$ cat src/rtl/pe_result_accum.sv
// K-dimension reducer behind the 2x2 systolic PE wrapper: pops partial-product
// elements from the PE output FIFO, sums num_k tiles per lane, presents the result tile.
module pe_result_accum #(
  parameter int WIDTH  = 4,
  parameter int ACC_W  = 12,
  parameter int KCNT_W = 4
) (
  input  logic                       clk,
  input  logic                       rst_n,
  input  logic                       start,
  input  logic [KCNT_W-1:0]          num_k,
  input  logic [4*(2*WIDTH+1)-1:0]   pe_dout,
  input  logic                       pe_dout_val,
  output logic                       pe_pop,
  output logic [4*ACC_W-1:0]         res,
  output logic                       res_val,
  input  logic                       res_rdy,
  output logic                       ovf,
  output logic                       busy
);

  localparam int EW = 2*WIDTH+1;

  // Handshake: res is transferred on a cycle where res_val && res_rdy are both
  // high; res_val never drops and res never changes until that cycle.
  typedef enum logic [1:0] {
    IDLE    = 2'd0,
    COLLECT = 2'd1,
    HOLD    = 2'd2
  } state_t;

  state_t              state_q, state_d;
  logic [1:0]          elem_q;
  logic [KCNT_W-1:0]   tile_q;
  logic [KCNT_W-1:0]   nk_q;
  logic [ACC_W-1:0]    acc_q [4];
  logic                ovf_q;

  logic [EW-1:0]       din;
  logic [ACC_W:0]      sum;
  logic                last_pop;
  logic                unused_lanes;

  assign din          = pe_dout[EW-1:0];
  assign unused_lanes = ^pe_dout[4*EW-1:EW];

  assign pe_pop   = (state_q == COLLECT) && pe_dout_val;
  assign sum      = {1'b0, acc_q[elem_q]} + (ACC_W+1)'(din);
  assign last_pop = pe_pop && (elem_q == 2'd3) && (tile_q == nk_q - KCNT_W'(1));

  assign res     = {acc_q[3], acc_q[2], acc_q[1], acc_q[0]};
  assign res_val = (state_q == HOLD);
  assign busy    = (state_q != IDLE);
  assign ovf     = ovf_q;

  always_comb begin
    state_d = state_q;
    case (state_q)
      IDLE:    if (start)    state_d = COLLECT;
      COLLECT: if (last_pop) state_d = HOLD;
      HOLD:    if (res_rdy)  state_d = IDLE;
      default:               state_d = IDLE;
    endcase
  end

  always_ff @(posedge clk or negedge rst_n) begin
    if (!rst_n) begin
      state_q <= IDLE;
      elem_q  <= 2'd0;
      tile_q  <= '0;
      nk_q    <= KCNT_W'(1);
      ovf_q   <= 1'b0;
      for (int i = 0; i < 4; i++) acc_q[i] <= '0;
    end else begin
      state_q <= state_d;
      if ((state_q == IDLE) && start) begin
        nk_q   <= (num_k == '0) ? KCNT_W'(1) : num_k;
        ovf_q  <= 1'b0;
        elem_q <= 2'd0;
        tile_q <= '0;
      end
      if (pe_pop) begin
        elem_q <= elem_q + 2'd1;
        if (elem_q == 2'd3) tile_q <= tile_q + KCNT_W'(1);
        // First tile overwrites so stale sums from the previous result never leak in.
        if (tile_q == '0) begin
          acc_q[elem_q] <= ACC_W'(din);
        end else if (sum[ACC_W]) begin
          acc_q[elem_q] <= '1;
          ovf_q         <= 1'b1;
        end else begin
          acc_q[elem_q] <= sum[ACC_W-1:0];
        end
      end
    end
  end

endmodule

$ cat config.mk
export PLATFORM = sky130hd
export DESIGN_NAME = pe_result_accum
export DESIGN_NICKNAME = d
export VERILOG_FILES = /design/src/rtl/pe_result_accum.sv
export SDC_FILE = /design/constraint.sdc
export NUM_CORES = 1
export LEC_CHECK = 0
export CAP_MARGIN = 20
export CORE_ASPECT_RATIO = 1.75
export CORE_MARGIN = 8
export CORE_UTILIZATION = 44
export CTS_CLUSTER_DIAMETER = 60
export CTS_CLUSTER_SIZE = 24
export DETAILED_ROUTE_END_ITERATION = 8
export GPL_TIMING_DRIVEN = 0
export PLACE_DENSITY = 0.82
export SYNTH_ARGS = -nofsm -noshare
export SYNTH_HDL_FRONTEND = slang
export SYNTH_SLANG_ARGS = --single-unit
$ cat constraint.sdc
create_clock -name clk -period 3.55 [get_ports clk]
set_input_delay 0.71 -clock clk [delete_from_list [all_inputs] [get_ports clk]]
set_output_delay 0.71 -clock clk [all_outputs]
set_load 0.03 [all_outputs]
==> impl_results.md <==
- CTS tree: done
- Root Buffer: clkbuf_16
- Core area: 0.00786 sq mm
- Initial Utilization: 0.447
- Status: completed
- P_leak: 1.99 nW
- Area Growth Syn to Fin: 32.5%
- Initial antenna violation count: 0
- Max Clk Rate: 293 MHz
- Mux cell area share after synthesis: 0.0958
- RSZ-0062 raised after global routing: false
- DP Area: 0.00433 sq mm
- Violation count after the first detailed-route iteration: 321
- Part of the Yosys area used for sequential elements: 0.435
- Worst-margin pin slew: 0.662 ns
- Num CTS Buffers: 9
- Fin worst setup slack: 0.135 ns
- Rel. slew slack: 0.559
- Ys flop type: dfrtp_1
- Worst Path Class, Setup: flip-flop to flip-flop
- Element type at the critical path end: flip-flop
- Depth of the CTS H-tree: 3
- Synth Area in Simple Gates: 0.135
- Post-synthesis register bit count: 61
- Syn Area/Cell: 10.1 sq um
- CP arrival: 3.68 ns
- Mapped Nets: 411
- Compound-Gate Fraction of Synth Area: 0.209
- Ant diodes: 0
- Reg clk slew, reported paths: 0.05 ns
- Clock skew: 0.00497 ns
- Largest net degree at the start of global routing: 38
- Vias in the first global route: 3398
- Cell variety after synth: 50
- # DRC: 0
- Final HPWL DP: 7.95 mm
- Port-buffer cells: 69
- Die H: 134 um
- YS warnings: 0
- Worst slack at placement: -0.644 ns
- PnR Total Power: 5.36 mW
- Hold Crit Class: input pin to async pin
- Peak VDD IR: 0.673 mV
- Clock sinks: 61
- Pwr Density: 1150 mW/mm^2
- Min cycle time layout: 3.42 ns
- Syn Inst Count: 349
- Total gr overflow: 0
- Gr usage total: 0.193
- Fill count: 650
- Post-synth EDFFs: 0
- Startpoint types: flip-flop
- Final hold violations: 0
- CP required: 3.82 ns
- Post-layout nets: 492
- MaxCap Viol Count: 0
- Adder-cell share of the synthesized area: 0.0627
- First-pass GRT wire length: 17.3 mm
- Final non-filler cell area: 0.00466 sq mm
- Share of cells above drive strength 1: 0.115
- Crit path from: elem_q[1]$_DFFE_PN0P_
- RD Place Congestion: 0.932
- Final ANT Viol Nets: 0
- Longest Clk Path Bufs: 2
- DIE AREA: 0.0112 sq mm
- Setup TNS: 0 ns
- Boundary Pins: 97
- Worst skew pair latency: 0.33 ns
- Largest family of logic cells by synthesized area: compound AO/OA/AOI/OAI gates
- Tcrit/Tclk final: 0.962
- Critical Path Fanout Max: 10
- Row cnt: 43
- Async set-reset flop share out of synthesis: 1.00
- Average wire per standard cell: 20.2 um
- Via count: 3204
- WL final: 10.6 mm
- TritonRoute pass-1 iters: 5
- Setup violators final: 0
- Worst R2R Start: elem_q[1]$_DFFE_PN0P_
- Width of the die: 83.6 um
- Vias per std cell: 6.11
- Post-synthesis xor/xnor area fraction: 0.0274
- Mapped cell area: 0.00351 sq mm
- Slew Limit Fails: 0
## cells in the mapped netlist, types with 2 or more instances
master      n  share of area
a22o_1      6          0.015
inv_1      14          0.015
and2_1      3         0.0053
nand2b_1    3         0.0053
xor2_1      5          0.012
a21o_1      5          0.011
and3b_1     2         0.0050
o31ai_1     8          0.017
o221ai_1    4          0.010
clkbuf_1   15          0.016
nor3_2      2         0.0057
a221oi_1    4          0.010
nor2_1     17          0.018
nor3_1      8          0.011
dfrtp_1    60           0.43
a2111oi_4   2          0.016
mux4_2     12          0.077
nand3_1     8          0.011
ha_1       16          0.057
o21ai_0    45          0.064
nand2_1    57          0.061
a21oi_1    13          0.019
o22ai_1     3         0.0053
mux2_2      3         0.0096
xnor2_1     6          0.015
a211oi_1    4         0.0085
## power breakdown
group / switching, mW / total [mW] / leakage (nW) / internal, mW
Combinational: 1.99 / 3.34 / 1.09 / 1.34
Clock: 0.290 / 0.774 / 0.129 / 0.484
Sequential: 0.260 / 1.25 / 0.769 / 0.986
Total: 2.54 / 5.36 / 1.99 / 2.82
## cell usage in the layout, fill, tap and decap left out, types with 2 or more instances in the layout
master,count
clkdlybuf4s50_1,68
dfrtp_1,60
nand2_1,57
o21ai_0,45
nor2_1,17
clkbuf_1,16
ha_1,16
inv_1,14
a21oi_1,13
mux4_2,12
clkbuf_16,9
nand3_1,8
nor3_1,8
o31ai_1,8
a22o_1,6
xnor2_1,6
xor2_1,5
a21o_1,5
a221oi_1,4
o221ai_1,4
and2_1,3
nand2b_1,3
mux2_2,3
o22ai_1,3
and3b_1,2
buf_6,2
a2111oi_4,2
a211oi_2,2
clkinv_2,2
## layer usage
metal,GRT usage,wire (um),share of wire
met1,0.193,3710,0.35
met2,0.347,5800,0.55
met3,0.0480,675,0.064
met4,0.120,399,0.038
met5,0,0,0
## flip-flops by register name, indices dropped and copies added, names as in the netlist
signal,cells
elem_q,2
ovf,1
state_q,2
nk_q,4
tile_q,4
res,48
## metrics by stage
stage / hold WS (ns) / util / cells
finish: 0.375 / 0.593 / 524
global route: 0.415 / 0.593 / 524
CTS: 0.391 / 0.587 / 524
detailed placement: 0.456 / 0.552 / 509
global placement: 0.450 / 0.550 / 508
floorplan: 0.414 / - / 349
## logic make-up after synthesis
kind of cell	after synthesis
AOI/OAI and AO/OA	107
xor gates and xnor gates	11
adders and majority gates	17
buffers and inverters	31
DFF	61
muxes	17
and+or+nand+nor	105
## worst max-delay path, cell delays in order (launching register included)
cell	delay, ns
dfrtp_1	0.53
clkbuf_2	0.40
mux4_2	0.40
fa_1	0.51
a211oi_4	0.34
nor3_4	0.11
o31a_2	0.34
mux2i_4	0.22
nor3b_2	0.29
a22o_1	0.19
## final cells by class
| class | instances | area, sq um | share of cell area |
|---|---|---|---|
| multi-input cells | 257 | 1920 | 0.412 |
| well taps | 90 | 113 | 0.0242 |
| clock inverters | 2 | 10.0 | 0.00215 |
| inverters | 14 | 52.6 | 0.0113 |
| clock buffers | 13 | 250 | 0.0537 |
| plain buffers | 17 | 80.1 | 0.0172 |
| flip-flops and latches | 61 | 1530 | 0.328 |
| repair buffers | 70 | 706 | 0.151 |
## timing repair
item,4_1_cts,5_1_grt
setup buffers,0,0
hold buffers,0,0
pin swaps,0,0
resized for setup,6,8
endpoints found under the setup margin,49,40
## path summary, 6_finish.rpt
check | to | slack, ns | depth (start not counted)
worst max-delay path | res[46]$_DFFE_PN0P_ | 0.13 | 9
worst min-delay path | res[39]$_DFFE_PN0P_ | 0.38 | 1
worst max register to register | res[46]$_DFFE_PN0P_ | 0.13 | 9
worst min register to register | state_q[0]$_DFFE_PN0P_ | 0.46 | 1
max in group asynchronous | nk_q[0]$_DFFE_PN1P_ | 2.52 | 2
min in group clk | state_q[0]$_DFFE_PN0P_ | 0.46 | 1
Power figures use the tool's default switching activity.
